`config.mk`:
```
export PLATFORM = sky130hd
export DESIGN_NAME = sram_port_arbiter
export DESIGN_NICKNAME = d
export VERILOG_FILES = /design/src/rtl/sram_port_arbiter_pkg.sv /design/src/rtl/sram_port_arbiter_rr_arb2.sv /design/src/rtl/sram_port_arbiter.sv
export SDC_FILE = /design/constraint.sdc
export NUM_CORES = 1
export LEC_CHECK = 0
export CAP_MARGIN = 20
export CORE_MARGIN = 1
export CORE_UTILIZATION = 59
export DETAILED_ROUTE_END_ITERATION = 7
export DONT_BUFFER_PORTS = 1
export GPL_ROUTABILITY_DRIVEN = 0
export PLACE_DENSITY_LB_ADDON = 0.2
export SLEW_MARGIN = 30
export SYNTH_ARGS = -nofsm -noshare
export SYNTH_HDL_FRONTEND = slang
export SYNTH_SLANG_ARGS = --single-unit
```
`constraint.sdc`:
```
create_clock -name clk -period 1.9 [get_ports clk]
set_input_delay 0.19 -clock clk [delete_from_list [all_inputs] [get_ports clk]]
set_output_delay 0.19 -clock clk [all_outputs]
set_load 0.1 [all_outputs]
```
`src/rtl/sram_port_arbiter_pkg.sv`:
```
// rtl/sram_port_arbiter_pkg.sv - shared defaults and state codes for the SRAM port arbiter
package sram_port_arbiter_pkg;

    localparam int          DEF_ADDR_W     = 16;
    localparam int          DEF_DATA_W     = 8;
    localparam logic [7:0]  DEF_INIT_VALUE = 8'h00;

    typedef enum logic {
        ST_ARB  = 1'b0,
        ST_INIT = 1'b1
    } state_t;

endpackage

```
`src/rtl/sram_port_arbiter_rr_arb2.sv`:
```
// rtl/sram_port_arbiter_rr_arb2.sv - two-way round-robin arbiter remembering the last winner
module sram_port_arbiter_rr_arb2 (
    input  logic       clk,
    input  logic       rst_n,
    input  logic       en,
    input  logic [1:0] req,
    output logic [1:0] grant
);

    // rr_last resets to 1 so master 0 wins the first tie
    logic rr_last;

    always_comb begin
        grant = 2'b00;
        if (en) begin
            case (req)
                2'b01:   grant = 2'b01;
                2'b10:   grant = 2'b10;
                2'b11:   grant = rr_last ? 2'b01 : 2'b10;
                default: grant = 2'b00;
            endcase
        end
    end

    always_ff @(posedge clk or negedge rst_n) begin
        if (!rst_n) begin
            rr_last <= 1'b1;
        end else if (|grant) begin
            rr_last <= grant[1];
        end
    end

endmodule

```
`src/rtl/sram_port_arbiter.sv`:
```
// rtl/sram_port_arbiter.sv - two-master SRAM arbiter with read return path and memory-init engine
module sram_port_arbiter
    import sram_port_arbiter_pkg::*;
#(
    parameter int                ADDR_W     = DEF_ADDR_W,
    parameter int                DATA_W     = DEF_DATA_W,
    parameter logic [DATA_W-1:0] INIT_VALUE = DEF_INIT_VALUE
) (
    input  logic              clk,
    input  logic              rst_n,
    input  logic              m0_req_valid,
    input  logic              m0_req_we,
    input  logic [ADDR_W-1:0] m0_req_addr,
    input  logic [DATA_W-1:0] m0_req_wdata,
    output logic              m0_req_ready,
    output logic              m0_rsp_valid,
    output logic [DATA_W-1:0] m0_rsp_data,
    input  logic              m1_req_valid,
    input  logic              m1_req_we,
    input  logic [ADDR_W-1:0] m1_req_addr,
    input  logic [DATA_W-1:0] m1_req_wdata,
    output logic              m1_req_ready,
    output logic              m1_rsp_valid,
    output logic [DATA_W-1:0] m1_rsp_data,
    input  logic              init_start,
    output logic              init_busy,
    output logic              init_done,
    output logic              sram_we,
    output logic [ADDR_W-1:0] sram_addr,
    output logic [DATA_W-1:0] sram_wdata,
    input  logic [DATA_W-1:0] sram_rdata
);

    localparam logic [ADDR_W-1:0] ADDR_ONE = {{(ADDR_W-1){1'b0}}, 1'b1};

    state_t            state;
    state_t            state_nxt;
    logic [ADDR_W-1:0] init_cnt;
    logic [1:0]        rd_pend;
    logic [1:0]        grant;
    logic              init_done_q;
    logic              arb_en;
    logic              init_last;

    // Gating with rst_n keeps the readies low while reset is held, whatever the masters drive
    assign arb_en    = (state == ST_ARB) && rst_n;
    assign init_last = (init_cnt == {ADDR_W{1'b1}});

    sram_port_arbiter_rr_arb2 u_rr_arb2 (
        .clk   (clk),
        .rst_n (rst_n),
        .en    (arb_en),
        .req   ({m1_req_valid, m0_req_valid}),
        .grant (grant)
    );

    always_comb begin
        state_nxt  = state;
        sram_we    = 1'b0;
        sram_addr  = '0;
        sram_wdata = '0;
        case (state)
            ST_ARB: begin
                if (init_start) begin
                    state_nxt = ST_INIT;
                end
                if (grant[0]) begin
                    sram_we    = m0_req_we;
                    sram_addr  = m0_req_addr;
                    sram_wdata = m0_req_wdata;
                end else if (grant[1]) begin
                    sram_we    = m1_req_we;
                    sram_addr  = m1_req_addr;
                    sram_wdata = m1_req_wdata;
                end
            end
            ST_INIT: begin
                sram_we    = 1'b1;
                sram_addr  = init_cnt;
                sram_wdata = INIT_VALUE;
                if (init_last) begin
                    state_nxt = ST_ARB;
                end
            end
            default: state_nxt = ST_ARB;
        endcase
    end

    always_ff @(posedge clk or negedge rst_n) begin
        if (!rst_n) begin
            state       <= ST_ARB;
            init_cnt    <= '0;
            rd_pend     <= 2'b00;
            init_done_q <= 1'b0;
        end else begin
            state       <= state_nxt;
            init_cnt    <= ((state == ST_INIT) && !init_last) ? init_cnt + ADDR_ONE : '0;
            rd_pend     <= {grant[1] & ~m1_req_we, grant[0] & ~m0_req_we};
            init_done_q <= (state == ST_INIT) && init_last;
        end
    end

    // The SRAM output register already gives the one-cycle read latency
    assign m0_req_ready = grant[0];
    assign m1_req_ready = grant[1];
    assign m0_rsp_valid = rd_pend[0];
    assign m1_rsp_valid = rd_pend[1];
    assign m0_rsp_data  = sram_rdata;
    assign m1_rsp_data  = sram_rdata;
    assign init_busy    = (state == ST_INIT);
    assign init_done    = init_done_q;

endmodule

```
==> results of run 1 <==
cells in the mapped netlist, drive strengths merged:
library cell	count	area, sq um
buf	21	151.4
dfrtp	20	500.5
and2	19	121.4
a221o	17	170.2
nor2	17	63.81
xnor2	9	78.83
a22o	8	70.07
nand4	8	80.08
nor4	6	37.54
nand2	5	18.77
nand3	5	25.02
xor2	5	43.79
inv	4	15.01
nor2b	4	25.02
a21oi	2	17.52
clkbuf	2	7.510
nor3	2	10.01
and4	1	8.760
dfstp	1	26.28
ha	1	12.51
nand2b	1	8.760
o21ai	1	5.000
stage by stage:
step	setup TNS, ns	instances	utilization
2_1_floorplan	-0.2029	159	-
3_3_place_gp	0	194	0.9020
3_5_place_dp	0	194	0.9020
kinds of logic after synthesis:
| kind of cell | count (synthesis) | share of synthesized area |
|---|---|---|
| simple gates | 68 | 0.2665 |
| compound gates | 28 | 0.1754 |
| buf+inv | 27 | 0.1161 |
| flops | 21 | 0.3517 |
| xor+xnor | 14 | 0.08187 |
| fa+ha+maj | 1 | 0.008353 |
==> metrics.cfg, run 1 <==
[status]
status = stopped before the end
stop_stage = clock tree synthesis
first-error = [ERROR DPL-0033] detailed placement checks failed during check placement.

[clock_network]
root_buffer = clkbuf_4
hold_buffers = 3
clockBufferDepth = 2
htree_levels = 1
postCtsSetupBuffers = 4
cts_resized = 8
cts_sinks = 21
cts_made_buffers = 3

[placement]
placed_area_sq_um = 2072
detailed_place_hpwl_microns = 3513
numPortBuffers = 0
pre_cts_slack_ns = 0.1383

[synth]
synthesis.nets = 223
yosys_warnings = 0
avgSynthCellArea_sq_um = 9.419
ys_seq_area_frac = 0.3517
netlist_instances = 159
synth-seq-cells = 21
netlist_area_sq_um = 1498
yosysUniqueCellTypes = 26

[floorplan]
dieHeight_microns = 52.39
core.rowCount = 17
io_pins = 110
initial_core_util = 0.6520
die_x_microns = 52.39

==> run 2, diff against run 1 <==
CORE_UTILIZATION = 40   (was 59)
PLACE_DENSITY_LB_ADDON = 0.15   (was 0.2)
==> metrics.cfg, run 2 <==
[power_and_ir_drop]
power.density_nw_per_um2 = 907.4
ir_drop_v = 0.0005962
p_leak_uw = 0.001028

[setup_path]
r2r_cells = 5
cpMostUsedCell = buf_12
timing.rr.start = init_cnt[1]
rr_endpoint = init_cnt[3]
cp_slowest_cell = dfstp_2
r2r_setup_slack_ns = 0.18
cp_data_arrival_time_ns = 1.75
endpoint_kind = output pin
critical_path.max_stage_delay_ns = 0.58
setup.worst_path.class = flip-flop to output pin
crit_required_ns = 1.71
crit_path_start_kind = flip-flop
worstPathMaxFanout = 7
cp-startpoint = u_rr_arb2.rr_last
cp_cell_sequence = a21oi_4 > buf_12 > clkbuf_16 > a221o_4 > buf_12

[worst_hold_path]
worstHoldPathType = primary input to flip-flop
min_to = u_rr_arb2.rr_last
hold_start = m1_req_valid
min_delay_path_depth = 2

[synth]
synth_most_common_cell = dfrtp_1
synth-seq-cells = 21  ; unchanged
yosysUniqueCellTypes = 26  ; unchanged
netlist_area_sq_um = 1498  ; unchanged
synth_top_area_share = 0.3342  ; unchanged
yosysTopAreaCell = dfrtp_1
netlist_instances = 159  ; unchanged
ys_seq_area_frac = 0.3517  ; unchanged
synthArstFlopShare = 1.000  ; unchanged
synthTopCellsByCount = 20 x dfrtp_1, 17 x a221o_1, 17 x and2_1, 17 x nor2_1, 16 x buf_4
synth_edf_count = 0  ; unchanged
yosys_warnings = 0  ; unchanged
synth.area.top_cells = dfrtp_1 33%, a221o_1 11%, buf_4 8.0%, and2_1 7.1%, xnor2_1 5.3%
synthesis.nets = 223  ; unchanged
avgSynthCellArea_sq_um = 9.419  ; unchanged
ys.flop_type = dfrtp_1

[finish]
largest_reg_flops = 16
top_register = init_cnt
antenna_cells = 0
final_cell_mix = 25 x buf_12, 19 x dfrtp_1, 17 x and2_1, 17 x nor2_1, 10 x a221o_4
seq_area_sq_um = 530.5
final_common_cell = buf_12
fillers = 274
largest_registers = init_cnt x16, rd_pend x2
syn_to_final_growth_pct = 60.90
final_cell_area_sq_um = 2410
nets = 250
multi_input_area_sq_um = 1016
drive_above_1_share = 0.4432

[grt]
grt_pass1_wl_microns = 7555
grt_pass1_vias = 1395
grt.total_usage = 0.2394
antenna_found_initial = 0
grt_max_degree = 28
gr-total-overflow = 0

[floorplan]
die_area_sq_um = 3993
initial_core_util = 0.4318  ; -0.2201
core_sq_um = 3468
io_pins = 110  ; unchanged
die_x_microns = 63.19  ; +21%
core.rowCount = 21  ; +4
dieHeight_microns = 63.19  ; +21%

[clock_network]
htree_levels = 1  ; unchanged
root_buffer = clkbuf_8
clockBufferDepth = 2  ; unchanged
clk-insertion-delay-late_ns = 0.25
cts_made_buffers = 3  ; unchanged
clkTransAtPathRegs_ns = 0.07
cts_sinks = 21  ; unchanged
cts_tree = yes

[drt]
drc = 0
drt_pass1_iterations = 4
viasPerCell = 6.069
ant_nets = 0
wl_per_cell_microns = 21.81
drtIter0Drc = 75
num_vias = 1402
wl_microns = 5038

[sta]
rsz0062_at_grt = true
fin_crit_ns = 1.937
setup_ws_ns = -0.03706
setup_violations = 17
worst_clock_skew_ns = 0.001707
timing.fmax_mhz = 516.2
tightest_slew_ns = 0.4774
tns_ns = -0.3977
whs_ns = 0.08984
fin_crit_sh = 1.020
hold_violations = 0
maxSlewHeadroom = 0.6818
drv_slew = 0

[placement]
placed_area_sq_um = 2155  ; +4.0%
numPortBuffers = 0  ; unchanged
detailed_place_hpwl_microns = 3361  ; -4.3%

[flow_run]
cap_violations = 0

[status]
violations = setup timing
status = complete, but fails checks

run 2: logic make-up (layout without fill, tap and decap cells):
group | after synthesis | after routing | share of synthesized area
fa+ha+maj | 1 | 1 | 0.008353
simple gates | 68 | 68 | 0.2665
compound gates | 28 | 28 | 0.1754
flops | 21 | 21 | 0.3517
xor+xnor | 14 | 14 | 0.08187
buf+inv | 27 | 53 | 0.1161
run 2: final cells by class:
type	count	share of cell area
repair buffers	45	0.3094
clock buffers	4	0.01869
well taps	46	0.02388
inverters	4	0.006231
multi-input cells	111	0.4216
flip-flops and latches	21	0.2201
run 2: worst max path at each step:
stage                     to  slack [ns]  cells past startpoint
2_1_floorplan  sram_wdata[0]       -0.02                      5
3_3_place_gp         sram_we        0.27                      6
3_5_place_dp     init_cnt[6]        0.21                      5
4_1_cts         sram_addr[1]       -0.02                      6
5_1_grt              sram_we       -0.11                      7
6_report        sram_addr[7]       -0.04                      5
run 2: metal layers:
metal / up-vias / share of wire / global-route usage
met2: 71 / 0.51 / 0.4099
met5: - / 0 / 0
li1: 618 / - / -
met1: 684 / 0.39 / 0.3073
met4: 0 / 0.034 / 0.07386
met3: 29 / 0.066 / 0.03804
run 2: power breakdown:
part           switching (uW)  leakage, uW  internal, uW  total, uW
Sequential                155     0.000270           521        676
Combinational             749     0.000735           477       1230
Clock                     136    0.0000228           149        285
Total                    1040      0.00103          1150       2190
run 2: per-stage QoR:
stage | total power [uW] | util | cells | setup WS [ns]
2_1_floorplan | 1634 | - | 159 | -0.02289
3_3_place_gp | 1869 | 0.6212 | 215 | 0.2749
3_5_place_dp | 1889 | 0.6212 | 215 | 0.2060
4_1_cts | 2194 | 0.6670 | 226 | -0.02463
5_1_grt | 2275 | 0.6948 | 231 | -0.1098
6_report | 2187 | 0.6948 | 231 | -0.03706
run 2: worst max-delay path: cells and delay by family (launching register included):
family,cells,cell delay (ns)
flops,1,0.58
buf+inv,3,0.47
compound gates,2,0.43
run 2: timing repair:
action	CTS	global route
setup buffers	2	1
endpoints found under the setup margin	22	27
hold buffers	3	1
hold endpoints to repair	23	20
cloned	2	3
resized for setup	6	3
pin swaps	12	6
Note: power is estimated with default switching activity, not from simulation.
==> run 3, diff against run 2 <==
ABC_AREA = 1   (was not set)
CTS_BUF_LIST = sky130_fd_sc_hd__clkbuf_16   (was not set)
==> metrics.cfg, run 3 <==
[drt]
viasPerCell = 5.059  ; -17%
wl_per_cell_microns = 13.86  ; -36%
drt_pass1_iterations = 5  ; +1
num_vias = 1553  ; +11%
wl_microns = 4255  ; -16%
drc = 0  ; unchanged
drtIter0Drc = 35  ; -53%
ant_nets = 0  ; unchanged

[finish]
antenna_cells = 0  ; unchanged
largest_reg_flops = 16  ; unchanged
final_cell_mix = 92 x nand2_1, 31 x nor2_1, 19 x dfrtp_1, 18 x buf_12, 13 x inv_1
final_cell_area_sq_um = 2387  ; -0.93%
multi_input_area_sq_um = 1170  ; +15%
syn_to_final_growth_pct = 50.12
largest_registers = init_cnt x16, rd_pend x2
top_register = init_cnt
nets = 324  ; +30%
final_common_cell = nand2_1
fillers = 322  ; +18%
seq_area_sq_um = 530.5  ; unchanged
drive_above_1_share = 0.3089  ; -0.1344

[power_and_ir_drop]
netSwitchingFraction = 0.1867  ; -0.2885
combPwrFrac = 0.019  ; -0.542
netSwitchingPower_uw = 168.8  ; -84%
ir_drop_v = 0.0003139  ; -47%
intPower_uw = 735.7  ; -36%
clockPowerShare = 0.483  ; +0.353
p_leak_uw = 0.001076  ; +4.7%
p_seq_frac = 0.498  ; +0.189
power.density_nw_per_um2 = 378.9  ; -58%
power_uw = 904.5  ; -59%

[placement]
numPortBuffers = 0  ; unchanged
placed_area_sq_um = 2220  ; +3.0%
detailed_place_hpwl_microns = 3237  ; -3.7%
pre_cts_slack_ns = 0.1830  ; -0.02298 ns

[sta]
drv_slew = 0  ; unchanged
fin_crit_sh = 0.9588  ; -0.06070
hold_violations = 0  ; unchanged
worst_clock_skew_ns = 0.001066  ; -0.0006409 ns
setup_violations = 0  ; -17
tns_ns = 0  ; +0.3977 ns
maxSlewHeadroom = 0.6898  ; +0.008078
setup_ws_ns = 0.07826  ; +0.1153 ns
fin_crit_ns = 1.822  ; -0.1153 ns
tightest_slew_ns = 0.4652  ; -0.01212 ns
timing.fmax_mhz = 548.9  ; +6.3%

[floorplan]
io_pins = 110  ; unchanged
die_x_microns = 65.06  ; +3.0%
core.rowCount = 22  ; +4.8%
core_sq_um = 3744  ; +7.9%
dieHeight_microns = 65.06  ; +3.0%
initial_core_util = 0.4248  ; -0.007019
die_area_sq_um = 4232  ; +6.0%

[grt]
grt.total_usage = 0.2100  ; -0.02939
grt_pass1_wl_microns = 6768  ; -10%
grt_pass1_vias = 1474  ; +5.7%
grt_max_degree = 27  ; -3.6%
gr-total-overflow = 0  ; unchanged
antenna_found_initial = 0  ; unchanged

[setup_path]
worstPathMaxFanout = 12  ; +5
cp_cell_sequence = nor2_2 > and3_4 > buf_12 > nand2_1 > nand3_4 > buf_12
endpoint_kind = output pin
rr_endpoint = init_cnt[9]
critical_path.max_stage_delay_ns = 0.47  ; -0.11 ns
r2r_setup_slack_ns = 0.40  ; +0.22 ns
crit_path_start_kind = flip-flop
cp_slowest_cell = dfrtp_4
timing.rr.start = init_cnt[1]
r2r_cells = 7  ; +2
cpMostUsedCell = buf_12
setup.worst_path.class = flip-flop to output pin
crit_required_ns = 1.71  ; about the same
cp_data_arrival_time_ns = 1.63  ; -0.12 ns

[synth]
synthesis.nets = 310  ; +39%
synthTopCellsByCount = 108 x nand2_1, 32 x nor2_1, 21 x nand3_1
netlist_area_sq_um = 1590  ; +6.2%
synth_edf_count = 0  ; unchanged
synth_most_common_cell = nand2_1
ys.flop_type = dfrtp_1
yosysTopAreaCell = dfrtp_1
synth-seq-cells = 21  ; unchanged
synthArstFlopShare = 1.000  ; unchanged
netlist_instances = 246  ; +55%
synth_top_area_share = 0.3147  ; -0.01946
ys_seq_area_frac = 0.3312  ; -0.02048
avgSynthCellArea_sq_um = 6.465  ; -31%
yosys_warnings = 0  ; unchanged
yosysUniqueCellTypes = 24  ; -7.7%
synth.area.top_cells = dfrtp_1 31%, nand2_1 25%, buf_4 9.4%, nor2_1 7.6%, nand3_1 6.6%

[clock_network]
root_buffer = clkbuf_16
htree_levels = 1  ; unchanged
cts_made_buffers = 3  ; unchanged
cts_sinks = 21  ; unchanged
cts_tree = yes
clkTransAtPathRegs_ns = 0.06  ; about the same
clockBufferDepth = 2  ; unchanged
clk-insertion-delay-late_ns = 0.25  ; about the same

[worst_hold_path]
min_to = init_busy
min_delay_path_depth = 2  ; unchanged
hold_start = init_start
worstHoldPathType = primary input to flip-flop

[status]
status = completed

[flow_run]
cap_violations = 0  ; unchanged

==> run 3: changes by cell type after synthesis, moves of 8 or more <==
cell	delta
a22o_1	-8
nor2_1	+15
and2_1	-17
a221o_1	-17
nand2_1	+103
nand3_1	+16
inv_1	+8
==> run 3: cell families after synthesis <==
kind of cell,count (synthesis),synth area share
buffers and inverters,37,0.1408
DFF,21,0.3312
AOI/OAI and AO/OA,7,0.03225
and+or+nand+nor,173,0.4493
adders and majority gates,1,0.007867
xor gates and xnor gates,7,0.03855
==> run 3: layer usage <==
metal	GRT usage	wire [microns]	vias up
li1	-	-	775
met1	0.2495	1744	708
met2	0.3685	2123	62
met3	0.03345	314	8
met4	0.09511	72	0
met5	0	0	-
==> run 3: final cells by class <==
class | instances | share of cell area
multi-input cells | 188 | 0.4900
clock inverters | 1 | 0.001572
inverters | 13 | 0.02254
repair buffers | 32 | 0.2044
repair inverters | 1 | 0.002621
flip-flops and latches | 21 | 0.2222
well taps | 48 | 0.02516
clock buffers | 3 | 0.03145
==> run 3: worst max path at each step <==
stage	start	to	slack, ns
2_1_floorplan	init_busy	sram_addr[14]	0.0008
3_3_place_gp	init_busy	sram_addr[14]	0.24
3_5_place_dp	u_rr_arb2.rr_last	sram_addr[5]	0.18
4_1_cts	init_busy	sram_addr[5]	0.002
5_1_grt	init_busy	sram_we	-0.02
6_report	init_busy	sram_addr[14]	0.08
==> run 3: what timing repair did <==
item | CTS | global route
hold buffers | 3 | 1
cloned | 0 | 2
endpoints found under the hold margin | 23 | 20
buffers inserted | 1 | 0
pin swaps | 1 | 0
setup endpoints to repair | 25 | 25
gates resized for setup | 2 | 3
==> run 3: stage by stage <==
step           hold WS, ns  std cells  utilization
2_1_floorplan      -0.1056        246            -
3_3_place_gp       -0.1050        296       0.5929
3_5_place_dp       -0.1049        296       0.5929
4_1_cts            0.06239        304       0.6260
5_1_grt            0.07303        307       0.6377
6_report           0.06458        307       0.6377
==> run 3: power groups by stage <==
stage | Combinational [uW] | Clock (uW) | Sequential, uW
after detailed placement | 2.71 | 0 | 458
after global placement | 2.46 | 0 | 458
after CTS | 16.9 | 448 | 450
after floorplan | 161 | 0 | 458
after global routing | 20.8 | 471 | 450
final | 17.6 | 437 | 450
==> run 3: critical path: cells and delay by family (launching register included) <==
| kind | cells | cell delay, ns |
|---|---|---|
| simple gates | 4 | 0.59 |
| buf+inv | 2 | 0.30 |
| flops | 1 | 0.47 |
